===== src/rtl/sdram_init_seq_if.sv =====
// Command-bus bundle between the SDRAM power-up sequencer and the controller core.
// The sequencer drives the command lines and init_done; the core drives the enable.
interface sdram_init_seq_if;
    logic        sdram_en;
    logic        sdram_cs_n;
    logic        sdram_ras_n;
    logic        sdram_cas_n;
    logic        sdram_we_n;
    logic [1:0]  sdram_ba;
    logic [11:0] sdram_addr;
    logic        init_done;

    modport master (
        input  sdram_en,
        output sdram_cs_n,
        output sdram_ras_n,
        output sdram_cas_n,
        output sdram_we_n,
        output sdram_ba,
        output sdram_addr,
        output init_done
    );

    modport slave (
        output sdram_en,
        input  sdram_cs_n,
        input  sdram_ras_n,
        input  sdram_cas_n,
        input  sdram_we_n,
        input  sdram_ba,
        input  sdram_addr,
        input  init_done
    );
endinterface


===== src/rtl/sdram_init_seq.sv =====
// SDRAM power-up sequencer: NOP wait, precharge-all, two auto-refreshes, optional load-mode-register.
// Define SDRAM_INIT_MRS_EN to include the MRS/MRD_WAIT step; otherwise RFC2_WAIT goes straight to DONE.
module sdram_init_seq #(
    parameter int unsigned INIT_NOP_CYCLES = 10000,
    parameter int unsigned CMD_CYCLES      = 2,
    parameter int unsigned T_RP            = 3,
    parameter int unsigned T_RFC           = 8,
    parameter int unsigned T_MRD           = 2,
    parameter logic [11:0] MODE_REG        = 12'h033
) (
    input  logic             sdram_clk,
    input  logic             sdram_resetn,
    sdram_init_seq_if.master bus
);

    typedef enum logic [3:0] {
        IDLE,
        PWR_WAIT,
        PRE,
        RP_WAIT,
        REF1,
        RFC1_WAIT,
        REF2,
        RFC2_WAIT,
`ifdef SDRAM_INIT_MRS_EN
        MRS,
        MRD_WAIT,
`endif
        DONE
    } state_t;

    typedef enum logic [2:0] {
        CMD_MRS = 3'b000,
        CMD_REF = 3'b001,
        CMD_PRE = 3'b010,
        CMD_NOP = 3'b111
    } cmd_t;

    localparam logic [15:0] NOP_LOAD = 16'(INIT_NOP_CYCLES - 1);
    localparam logic [15:0] CMD_LOAD = 16'(CMD_CYCLES - 1);
    localparam logic [15:0] RP_LOAD  = 16'(T_RP - 1);
    localparam logic [15:0] RFC_LOAD = 16'(T_RFC - 1);
`ifdef SDRAM_INIT_MRS_EN
    localparam logic [15:0] MRD_LOAD = 16'(T_MRD - 1);
`else
    localparam logic [12:0] unused_mrs_params = {MODE_REG, 1'(T_MRD)};
`endif

    state_t      state;
    state_t      next_state;
    logic [15:0] cnt;
    logic [15:0] next_cnt;
    logic        en_q;
    logic        start;
    cmd_t        cmd_d;
    logic        cs_n_d;
    logic [11:0] addr_d;
    logic        done_d;

    assign start = bus.sdram_en & ~en_q;

    // Counter reload value is (duration - 1) so a state lasts exactly its duration.
    function automatic logic [15:0] load_for(state_t s);
        case (s)
            PWR_WAIT:             return NOP_LOAD;
            PRE, REF1, REF2:      return CMD_LOAD;
            RP_WAIT:              return RP_LOAD;
            RFC1_WAIT, RFC2_WAIT: return RFC_LOAD;
`ifdef SDRAM_INIT_MRS_EN
            MRS:                  return CMD_LOAD;
            MRD_WAIT:             return MRD_LOAD;
`endif
            default:              return 16'd0;
        endcase
    endfunction

    always_ff @(posedge sdram_clk or negedge sdram_resetn) begin
        if (!sdram_resetn) begin
            state <= IDLE;
            cnt   <= 16'd0;
            en_q  <= 1'b0;
        end else begin
            state <= next_state;
            cnt   <= next_cnt;
            en_q  <= bus.sdram_en;
        end
    end

    always_comb begin
        next_state = state;
        next_cnt   = (cnt == 16'd0) ? 16'd0 : cnt - 16'd1;
        if (state != IDLE && !bus.sdram_en) begin
            next_state = IDLE;
        end else begin
            case (state)
                IDLE:      if (start)          next_state = PWR_WAIT;
                PWR_WAIT:  if (cnt == 16'd0)   next_state = PRE;
                PRE:       if (cnt == 16'd0)   next_state = RP_WAIT;
                RP_WAIT:   if (cnt == 16'd0)   next_state = REF1;
                REF1:      if (cnt == 16'd0)   next_state = RFC1_WAIT;
                RFC1_WAIT: if (cnt == 16'd0)   next_state = REF2;
                REF2:      if (cnt == 16'd0)   next_state = RFC2_WAIT;
`ifdef SDRAM_INIT_MRS_EN
                RFC2_WAIT: if (cnt == 16'd0)   next_state = MRS;
                MRS:       if (cnt == 16'd0)   next_state = MRD_WAIT;
                MRD_WAIT:  if (cnt == 16'd0)   next_state = DONE;
`else
                RFC2_WAIT: if (cnt == 16'd0)   next_state = DONE;
`endif
                DONE:                          next_state = DONE;
                default:                       next_state = IDLE;
            endcase
        end
        if (next_state != state) begin
            next_cnt = load_for(next_state);
        end
    end

    // Outputs are decoded from the next state so they appear registered, in step with the state.
    always_comb begin
        cmd_d  = CMD_NOP;
        cs_n_d = 1'b0;
        addr_d = 12'h000;
        done_d = 1'b0;
        case (next_state)
            IDLE: cs_n_d = 1'b1;
            PRE: begin
                cmd_d      = CMD_PRE;
                addr_d[10] = 1'b1;
            end
            REF1, REF2: cmd_d = CMD_REF;
`ifdef SDRAM_INIT_MRS_EN
            MRS: begin
                cmd_d  = CMD_MRS;
                addr_d = MODE_REG;
            end
`endif
            DONE: done_d = 1'b1;
            default: cmd_d = CMD_NOP;
        endcase
    end

    always_ff @(posedge sdram_clk or negedge sdram_resetn) begin
        if (!sdram_resetn) begin
            bus.sdram_cs_n  <= 1'b1;
            bus.sdram_ras_n <= 1'b1;
            bus.sdram_cas_n <= 1'b1;
            bus.sdram_we_n  <= 1'b1;
            bus.sdram_ba    <= 2'b00;
            bus.sdram_addr  <= 12'h000;
            bus.init_done   <= 1'b0;
        end else begin
            bus.sdram_cs_n  <= cs_n_d;
            {bus.sdram_ras_n, bus.sdram_cas_n, bus.sdram_we_n} <= cmd_d;
            bus.sdram_ba    <= 2'b00;
            bus.sdram_addr  <= addr_d;
            bus.init_done   <= done_d;
        end
    end

endmodule


===== src/flat_wrapper.sv =====
// flat-port wrapper written by rule: the top's interface ports become plain ports
module sdram_init_seq_flat 
#(
    parameter int unsigned INIT_NOP_CYCLES = 10000,
    parameter int unsigned CMD_CYCLES      = 2,
    parameter int unsigned T_RP            = 3,
    parameter int unsigned T_RFC           = 8,
    parameter int unsigned T_MRD           = 2,
    parameter logic [11:0] MODE_REG        = 12'h033
)
  (sdram_clk, sdram_resetn, bus_sdram_en, bus_sdram_cs_n, bus_sdram_ras_n, bus_sdram_cas_n, bus_sdram_we_n, bus_sdram_ba, bus_sdram_addr, bus_init_done);
  sdram_init_seq_if bus_i ();
  input  logic sdram_clk;
  input  logic sdram_resetn;
  input wire logic [$bits(bus_i.sdram_en)-1:0] bus_sdram_en;
  output wire logic [$bits(bus_i.sdram_cs_n)-1:0] bus_sdram_cs_n;
  output wire logic [$bits(bus_i.sdram_ras_n)-1:0] bus_sdram_ras_n;
  output wire logic [$bits(bus_i.sdram_cas_n)-1:0] bus_sdram_cas_n;
  output wire logic [$bits(bus_i.sdram_we_n)-1:0] bus_sdram_we_n;
  output wire logic [$bits(bus_i.sdram_ba)-1:0] bus_sdram_ba;
  output wire logic [$bits(bus_i.sdram_addr)-1:0] bus_sdram_addr;
  output wire logic [$bits(bus_i.init_done)-1:0] bus_init_done;
  assign bus_i.sdram_en = bus_sdram_en;
  assign bus_sdram_cs_n = bus_i.sdram_cs_n;
  assign bus_sdram_ras_n = bus_i.sdram_ras_n;
  assign bus_sdram_cas_n = bus_i.sdram_cas_n;
  assign bus_sdram_we_n = bus_i.sdram_we_n;
  assign bus_sdram_ba = bus_i.sdram_ba;
  assign bus_sdram_addr = bus_i.sdram_addr;
  assign bus_init_done = bus_i.init_done;
  sdram_init_seq #(.INIT_NOP_CYCLES(INIT_NOP_CYCLES), .CMD_CYCLES(CMD_CYCLES), .T_RP(T_RP), .T_RFC(T_RFC), .T_MRD(T_MRD), .MODE_REG(MODE_REG)) u_core (.sdram_clk(sdram_clk), .sdram_resetn(sdram_resetn), .bus(bus_i));
endmodule

===== config.mk =====
export PLATFORM = sky130hd
export DESIGN_NAME = sdram_init_seq_flat
export DESIGN_NICKNAME = d
export VERILOG_FILES = /design/src/rtl/sdram_init_seq_if.sv /design/src/rtl/sdram_init_seq.sv /design/src/flat_wrapper.sv
export SDC_FILE = /design/constraint.sdc
export NUM_CORES = 1
export LEC_CHECK = 0
export ABC_AREA = 1
export CORE_MARGIN = 2
export CORE_UTILIZATION = 41
export CTS_CLUSTER_SIZE = 12
export DETAILED_ROUTE_END_ITERATION = 10
export DONT_BUFFER_PORTS = 1
export PLACE_DENSITY_LB_ADDON = 0.2
export SYNTH_ARGS = -nofsm -noshare
export SYNTH_HDL_FRONTEND = slang
export SYNTH_SLANG_ARGS = --single-unit
export TNS_END_PERCENT = 50

===== constraint.sdc =====
create_clock -name sdram_clk -period 4.6 [get_ports sdram_clk]
set_input_delay 0.23 -clock sdram_clk [delete_from_list [all_inputs] [get_ports sdram_clk]]
set_output_delay 0.23 -clock sdram_clk [all_outputs]
set_load 0.005 [all_outputs]

* Word-level counts from Yosys, hierarchy flattened *
Index checks and enable logic that the tools add are counted.

cells by class
  reductions and logical operators = 9
  shifts and indexed selects = 0
  bitwise logic cells = 2
  add/subtract/negate cells = 1
  divide/modulo/power cells = 0
  muxes and demuxes = 17
  $mul = 0
  order comparisons = 0
  equality and inequality tests = 17

operator list
  operator                                                               number
  14-bit case mux with 4 select lines                                    1
  4-bit 2-to-1 mux                                                       9
  4-bit case mux with 9 select lines                                     1
  4-bit by 3-bit equality test with 1-bit output, second input constant  8
  16-bit 2-to-1 mux                                                      2
  4-bit by 2-bit equality test with 1-bit output, second input constant  4
  16-bit zero test                                                       1
  16-bit by 1-bit subtractor with 16-bit output, second input constant   1
  4-bit by 1-bit equality test with 1-bit output, second input constant  2
  4-bit equality test, second input constant                             2
  4-bit zero test                                                        2
  3-bit case mux with 2 select lines                                     1
  4-bit != test                                                          1
  4-bit nonzero test                                                     1
  2-bit OR reduction                                                     2
  1-bit 2-to-1 mux                                                       3
  3-bit OR reduction                                                     1
  1-bit AND                                                              1
  1-bit logical AND                                                      1
  1-bit zero test                                                        1
  1-bit inverter                                                         1

word-level totals
  output and inout port bits = 19
  ROM bits = 0
  word-level logic and storage cells = 55
  RAM bits = 0
  input bits = 3
  memories kept = 0
  flip-flop bits (word level) = 27
  bits in latches = 0

* Logic depth before layout (Yosys ltp) *
Gate-level depths: netlist of the first run.

  word-level depth = 9
  depth in mapped cells = 14
  gate-level depth less buffers = 14

* Worst setup path before layout of the first run *
No wires, ideal clock.

  kind = register to register
  from = register u_core.cnt[0]
  to = register u_core.cnt[10]
  data required time = 4475 ps
  arrival = 1673 ps
  buffers on the path = 1
  setup slack = 2802 ps
  clock period less this slack = 1798 ps
  cell stages (with the launch flop) = 13
  path through = dfrtp_1 -> inv_1 -> ha_1 -> nand2_2 -> nor2_2 -> nand3_1 -> nand2_1 -> nand3_1 -> nor2_1 -> nor2_4 -> nand2_4 -> buf_6 -> o21ai_2

on the way
  word-level cells in the longest chain between the ends = 8

RTL lines
  element                                                                                                                  line                   RTL
  start, declared                                                                                                          sdram_init_seq.sv:51   logic [15:0] cnt;
  start signal, assigned                                                                                                   sdram_init_seq.sv:84   cnt <= next_cnt;
  16-bit zero test                                                                                                         --
  4-bit 2-to-1 mux (tied with other cells)                                                                                 sdram_init_seq.sv:108  RFC2_WAIT: if (cnt == 16'd0) next_state = DONE;
  4-bit case mux with 9 select lines                                                                                       sdram_init_seq.sv:95   case (state)
  4-bit 2-to-1 mux                                                                                                         sdram_init_seq.sv:92   if (state != IDLE && !bus.sdram_en) begin
  4-bit by 2-bit equality test with 1-bit output / 4-bit by 3-bit equality test with 1-bit output (equally long branches)  sdram_init_seq.sv:64   case (s)
  3-bit OR reduction / 2-bit OR reduction (equally long branches)                                                          sdram_init_seq.sv:64
  14-bit case mux with 4 select lines                                                                                      sdram_init_seq.sv:64
  16-bit 2-to-1 mux *                                                                                                      sdram_init_seq.sv:114  if (next_state != state) begin
  named net u_core.next_cnt[10]                                                                                            sdram_init_seq.sv:52   logic [15:0] next_cnt;

The timed path passes the listed nets; every way through them passes the cells marked *.

* Worst setup path after layout of the first run *
  from = register u_core.cnt[0]
  to = register u_core.cnt[2]

Same word-level chain as after synthesis.

==> run_results.csv, run 1 <==
group,metric,value,unit
outcome,status,"finished, final reports clean",
clocking,path_clk_slew,100,ps
place,place_hpwl,2180,um
place,gp_congestion,0.805,
grt,busiest_layer,"met2",
timing,tns,0,ps
grt,antenna_found_initial,0,
grt,grt.met1_usage,0.182,
setup_path,critPathCaptureType,"flop",
timing,min_period_over_period,0.446,
route,routed_wl,2910,um
grt,grt_max_degree,28,
power,p_clk_frac,0.126,
clocking,cts.path.max_buffers,2,
floorplanning,start_util,0.432,
synth,yosys_warnings,0,
floorplanning,die_height,66.4,um
route,ant_nets,0,
floorplanning,coreArea,3690,sq um
place,place_ws,2560,ps
timing,hold_viol_final,0,
layout,diodes,0,
timing,setup_violations,0,
floorplanning,die_area,4400,sq um
synth,yosysMostFrequentCell,"nand2_1",
clocking,cts_tree,"yes",
synth,synthCells,184,
setup_path,crit_fanout,17,
route,vias_per_cell,4.77,
clocking,ctsHoldBuffers,3,
clocking,cts_setup_buffers,0,
clocking,cts_sinks,27,
route,vias,1131,
route,drtIter0Drc,42,
route,first_pass_iters,4,
synth,synthArstFlopShare,1.00,
grt,grt_use_met2,0.258,
grt,grt_pass1_vias,1125,
timing,fin_ws,2550,ps
power,p_comb_frac,0.516,
layout,drive_gt1_frac,0.201,
layout,area_growth,5.18,%
synth,synth.area.top_cells,"dfrtp_1, nand2_1, dfstp_2",
setup_path,arrival,2250,ps
clocking,cts_htree_levels,1,
clocking,cts_resized,0,
grt,use_met3,0.0460,
floorplanning,die_width,66.4,um
floorplanning,rows,22,
clocking,worstSkewPairLatency,270,ps
setup_path,crit_type,"reg2reg",
place,io_buffers,0,
timing,grt_setup_unrepaired,"false",
synth,ys_ff_latch,27,
setup_path,r2r_setup_slack,2550,ps
synth,syn_area,1590,sq um
layout,final_area,1680,sq um
power,peakVddDrop,0.262,mV
grt,grt_use_total,0.150,
synth,synth_edf_count,0,
power,p_per_area,653,nW/um^2
setup_path,r2r-start,"u_core.cnt[0]$_DFF_PN0_",
power,p_sw,518,uW
synth,synth_top_area_share,0.361,
floorplanning,io_pins,22,
layout,final_net_count,194,
clocking,cts_buffers,3,
synth,netlist_top_cells_count,"nand2_1, dfrtp_1, nor2_1",
synth,yosys.area.top_type,"dfrtp_1",
power,leakagePower,0.812,nW
setup_path,critPathLaunchType,"flop",
layout,final_core_util,0.455,
power,p_total,1.09,mW
worst_hold_path,hold_path_class,"in2reg",
timing,fmax,487,MHz
synth,ys_seq_area_frac,0.427,
power,p_sw_frac,0.473,
place,dpl_cell_area,1590,sq um
power,seqPwrFrac,0.358,
setup_path,required,4800,ps
route,wl_per_cell,12.3,um
setup_path,startpoint,"u_core.cnt[0]$_DFF_PN0_",
timing,period_minus_slack,2050,ps
flow_run,drv_cap,0,
timing,fin_worst_skew,4.59,ps
power,p_int,577,uW
timing,slew_violations,0,
grt,grt_pass1_wl,5000,um
synth,synth-main-ff-cell,"dfrtp_1",
synth,synthDistinctLibCells,30,
worst_hold_path,min-delay-start,"bus_sdram_en",
clocking,cts-root-buf,"clkbuf_8",
route,drc,0,
synth,avgSynthCellArea,8.66,sq um
grt,gr-total-overflow,0,
==> per-layer routing <==
layer | share of wire | up-vias
met5 | 0 | -
li1 | - | 569
met4 | 0.017 | 0
met3 | 0.033 | 6
met2 | 0.50 | 23
met1 | 0.45 | 533
==> cell usage in the layout (no fill, tap or decap), types with 2 or more instances in the layout <==
cell type / count
nand2_1: 32
dfrtp_1: 23
nor2_1: 17
inv_1: 16
conb_1: 13
xor2_1: 12
nand3_1: 10
nor3_2: 8
nor2_2: 6
nand2_2: 6
a21oi_1: 4
nor3_1: 4
o21ai_0: 4
dfstp_2: 4
nor2_4: 3
nand4_1: 3
xnor2_1: 3
clkbuf_8: 3
nand2_4: 2
a31oi_1: 2
o21ai_2: 2
dlygate4sd3_1: 2
==> worst paths after layout <==
| check | to | cells past startpoint |
|---|---|---|
| worst min-delay path | u_core.state[3]$_DFF_PN0_ | 2 |
| max in group asynchronous | u_core.bus.sdram_cs_n$_DFF_PN1_ | 2 |
| worst max register to register | u_core.cnt[2]$_DFF_PN0_ | 12 |
| min in group asynchronous | u_core.en_q$_DFF_PN0_ | 2 |
| worst min register to register | u_core.cnt[0]$_DFF_PN0_ | 3 |
| worst max-delay path | u_core.cnt[2]$_DFF_PN0_ | 12 |
==> critical path, cell delays in order, from the launching register on <==
cell and delay (ps):
dfrtp_1 390, inv_1 70, ha_1 190, nand2_2 120, nor2_2 210, nand3_1 140
nand2_1 90, nand3_1 100, nor2_1 200, nor2_4 70, nand2_4 200, nand2_1 100
o21ai_0 90
==> power by group through the flow <==
stage	clock network (mW)	registers [mW]	logic [mW]
after floorplan	0	0.378	0.503
final	0.138	0.392	0.565
after global routing	0.153	0.403	0.649
after CTS	0.145	0.393	0.573
after detailed placement	0	0.397	0.560
after global placement	0	0.395	0.554
==> registers in the layout, indices dropped and copies added, names as in the netlist <==
name	cells
u_core.en_q	1
u_core.bus.sdram_cs_n	1
u_core.bus.init_done	1
u_core.bus.sdram_addr	1
u_core.bus.sdram_we_n	1
u_core.bus.sdram_ras_n	1
u_core.bus.sdram_cas_n	1
u_core.state	4
u_core.cnt	16
==> logic make-up (layout without fill, tap and decap cells) <==
| logic type | count (synthesis) | after routing | synth area share |
|---|---|---|---|
| flops | 27 | 27 | 0.427 |
| other cells | 1 | 13 | 0.00235 |
| simple gates | 95 | 95 | 0.323 |
| compound gates | 13 | 13 | 0.0471 |
| xor+xnor | 15 | 15 | 0.0824 |
| fa+ha+maj | 1 | 1 | 0.00785 |
| buf+inv | 32 | 25 | 0.111 |
==> area by class of cell <==
| type | instances | area [sq um] |
|---|---|---|
| fillers | 375 | 2010 |
| clock inverters | 1 | 5.00 |
| well taps | 48 | 60.1 |
| clock buffers | 3 | 41.3 |
| repair buffers | 3 | 40.0 |
| flip-flops and latches | 27 | 681 |
| inverters | 18 | 67.6 |
| multi-input cells | 137 | 782 |
==> metrics by stage <==
stage	hold WS, ps	instances
after floorplan	-65.6	196
after global placement	-64.8	230
after detailed placement	-64.8	230
after CTS	210	237
after global routing	227	237
final	211	237
Power figures use the tool's default switching activity.
==> run 2, diff against run 1 <==
--- a/config.mk
+++ b/config.mk
@@ -5,7 +5,7 @@
 export SDC_FILE = /design/constraint.sdc
 export NUM_CORES = 1
 export LEC_CHECK = 0
-export ABC_AREA = 1
+export ABC_AREA = 0
 export CORE_MARGIN = 2
 export CORE_UTILIZATION = 41
 export CTS_CLUSTER_SIZE = 12
==> constraint.sdc (replaced) <==
create_clock -name sdram_clk -period 1.8 [get_ports sdram_clk]
set_input_delay 0.09 -clock sdram_clk [delete_from_list [all_inputs] [get_ports sdram_clk]]
set_output_delay 0.09 -clock sdram_clk [all_outputs]
set_load 0.005 [all_outputs]
==> run 2 against run 1 <==
Compared with the run above: the flow now finishes with violations (DRC, setup timing); setup slack got worse by 2800 ps; total power rose by 110%; synthesized area fell by 7.8%; sequential power rose by 130%; design area rose by 19%; synthesized cell count fell by 17%; first-iteration DRC count rose by 17%; core utilization rose by 13 points; cell count rose by 1.7%; largest cell class unchanged.
==> run_results.csv, run 2 <==
group,metric,value,unit
layout,diodes,0,
synth,synthDistinctLibCells,41,
synth,yosys_warnings,0,
synth,synth_edf_count,0,
setup_path,crit_fanout,5,
clocking,cts-root-buf,"clkbuf_4",
layout,final_net_count,200,
setup_path,critPathLaunchType,"flop",
place,dpl_cell_area,1730,sq um
timing,period_minus_slack,2060,ps
place,place_hpwl,2150,um
clocking,cts.path.max_buffers,2,
grt,grt_pass1_vias,1193,
outcome,violations,"DRC, setup timing",
setup_path,cp_cell_sequence,"inv_2 > ha_4 > nor4b_4 > nand4_1 > or3_1 > a31o_4 > mux2i_1 > a31o_1",
clocking,cts_htree_levels,1,
setup_path,critical-path-top-delay-family,"simple AND/OR/NAND/NOR gates",
setup_path,path_depth,8,
place,gp_congestion,0.810,
route,drc,2,
synth,yosysMostFrequentCell,"dfrtp_1",
layout,regMostFlops,"u_core.cnt",
setup_path,crit_type,"reg2reg",
timing,grt_setup_unrepaired,"true",
power,p_sw,861,uW
synth,synthArstFlopShare,1.00,
outcome,status,"finished with violations",
route,routed_wl,3340,um
floorplanning,die_area,4080,sq um
power,p_per_area,1180,nW/um^2
grt,antenna_found_initial,0,
synth,syn_area,1470,sq um
layout,area_growth,35.1,%
floorplanning,io_pins,22,
power,p_comb_frac,0.512,
setup_path,cp_slowest_cell,"dfrtp_1",
timing,fmax,486,MHz
synth,synth-main-ff-cell,"dfrtp_1",
timing,hold_viol_final,0,
power,p_sw_frac,0.366,
power,peakVddDrop,0.634,mV
timing,fin_ws,-258,ps
clocking,path_clk_slew,150,ps
clocking,worstSkewPairLatency,320,ps
setup_path,path_buf_inv,1,
clocking,cts_tree,"yes",
power,p_clk_frac,0.113,
worst_hold_path,hold_path_class,"in2reg",
layout,final_cells,241,
synth,ys_seq_area_frac,0.463,
synth,synth_top_area_share,0.391,
layout,largest_register_ffs,16,
timing,min_period_over_period,1.14,
place,place_ws,-239,ps
layout,final_core_util,0.586,
setup_path,critPathCaptureType,"flop",
route,drtIter0Drc,49,
layout,most-common-layout-cells,"buf_4, dfrtp_1, nor2_1",
layout,final_common_cell,"buf_4",
route,wl_per_cell,13.8,um
floorplanning,coreArea,3390,sq um
grt,gr-total-overflow,0,
route,first_pass_iters,7,
setup_path,r2r.worst_path.cells,8,
setup_path,required,2030,ps
layout,final_area,1990,sq um
clocking,cts_sinks,27,
layout,reg_top3,"u_core.cnt: 16 flops, u_core.state: 4 flops",
synth,synth.area.top_cells,"dfrtp_1, dfstp_2, buf_4",
layout,drive_gt1_frac,0.395,
power,p_int,1.49,mW
worst_hold_path,min_path_cells,2,
floorplanning,rows,21,
setup_path,slowest_delay,420,ps
timing,slew_violations,0,
timing,setup_violations,11,
synth,yosys.area.top_type,"dfrtp_1",
power,seqPwrFrac,0.376,
floorplanning,die_width,63.9,um
timing,fin_worst_skew,1.90,ps
grt,grt_pass1_wl,5630,um
power,leakagePower,0.912,nW
flow_run,drv_cap,0,
synth,synthCells,152,
place,io_buffers,0,
floorplanning,die_height,63.9,um
route,vias_per_cell,5.18,
route,ant_nets,0,
power,p_total,2.35,mW
synth,ys_ff_latch,27,
synth,netlist_top_cells_count,"dfrtp_1, nor2_1, buf_4",
place,dp_cells,224,
clocking,cts_buffers,3,
setup_path,arrival,2290,ps
grt,grt_use_total,0.176,
floorplanning,start_util,0.434,
grt,grt_max_degree,28,
synth,avgSynthCellArea,9.67,sq um
route,vias,1248,
-- run 2: cell count changes after synthesis, moves of 4 or more --
| cell | before | now |
|---|---|---|
| nand2_1 | 32 | 8 |
| inv_1 | 16 | 3 |
| nor3_2 | 8 | 0 |
| nand3_1 | 10 | 3 |
| nand2_2 | 6 | 0 |
| nor2_2 | 6 | 1 |
| clkbuf_1 | 0 | 4 |
| o21ai_1 | 1 | 5 |
| or3_1 | 0 | 4 |
| xnor2_1 | 3 | 7 |
| xor2_1 | 12 | 8 |
-- run 2: timing repair --
action                                  4_1_cts  5_1_grt
hold buffers                                  3        1
setup buffers                                 6        4
pin swaps                                     5        5
gates resized for setup                       9       18
endpoints found under the hold margin        29        1
endpoints found under the setup margin       20       20
-- run 2: worst paths after layout --
kind,start,end,slack [ps]
setup / recovery,u_core.cnt[1]$_DFF_PN0_,u_core.cnt[0]$_DFF_PN0_,-260
hold / removal,bus_sdram_en,u_core.state[0]$_DFF_PN0_,80
setup reg to reg,u_core.cnt[1]$_DFF_PN0_,u_core.cnt[0]$_DFF_PN0_,-260
hold reg to reg,u_core.state[3]$_DFF_PN0_,u_core.state[1]$_DFF_PN0_,530
max in group asynchronous,sdram_resetn,u_core.bus.sdram_we_n$_DFF_PN1_,1390
min in group asynchronous,sdram_resetn,u_core.state[3]$_DFF_PN0_,190
-- run 2: cells by family (layout without fill, tap and decap cells) --
logic type               count (synthesis)  after routing  share of synthesized area
other                                    1             13                    0.00255
flip-flops                              27             27                      0.463
XOR/XNOR                                15             15                     0.0894
adder cells (fa/ha/maj)                  1              1                    0.00851
AO/OA/AOI/OAI                           17             17                     0.0698
multiplexers                             1              1                    0.00681
AND/OR/NAND/NOR                         67             67                      0.266
buffers and inverters                   23             54                     0.0945
-- run 2: routing by layer --
metal  GRT usage  vias up  share of wire
met2       0.294       46           0.49
met1       0.239      613           0.44
li1            -      583              -
met3      0.0176        6          0.047
met5           0        -              0
met4      0.0571        0          0.016
-- run 2: cell type report --
class | count | area [sq um]
clock buffer | 3 | 22.5
tap | 46 | 57.6
clock inverter | 1 | 5.00
multi-input combinational | 114 | 813
inverter | 3 | 11.3
sequential | 27 | 681
fill | 285 | 1400
timing repair buffer | 47 | 397
-- run 2: power by group through the flow --
stage / combinational [mW] / clock (mW) / sequential (mW)
2_1_floorplan: 0.536 / 0 / 0.906
3_3_place_gp: 0.941 / 0 / 0.884
3_5_place_dp: 0.959 / 0 / 0.887
4_1_cts: 1.08 / 0.280 / 0.880
5_1_grt: 1.32 / 0.307 / 0.903
6_report: 1.20 / 0.265 / 0.884
-- run 2: per-stage QoR --
| stage | hold WS (ps) | setup TNS (ps) |
|---|---|---|
| 6_report | 80.5 | -1500 |
| 5_1_grt | 58.8 | -2820 |
| 4_1_cts | 39.5 | -1090 |
| 3_5_place_dp | -205 | -1400 |
| 3_3_place_gp | -205 | -1360 |
| 2_1_floorplan | -206 | -1380 |
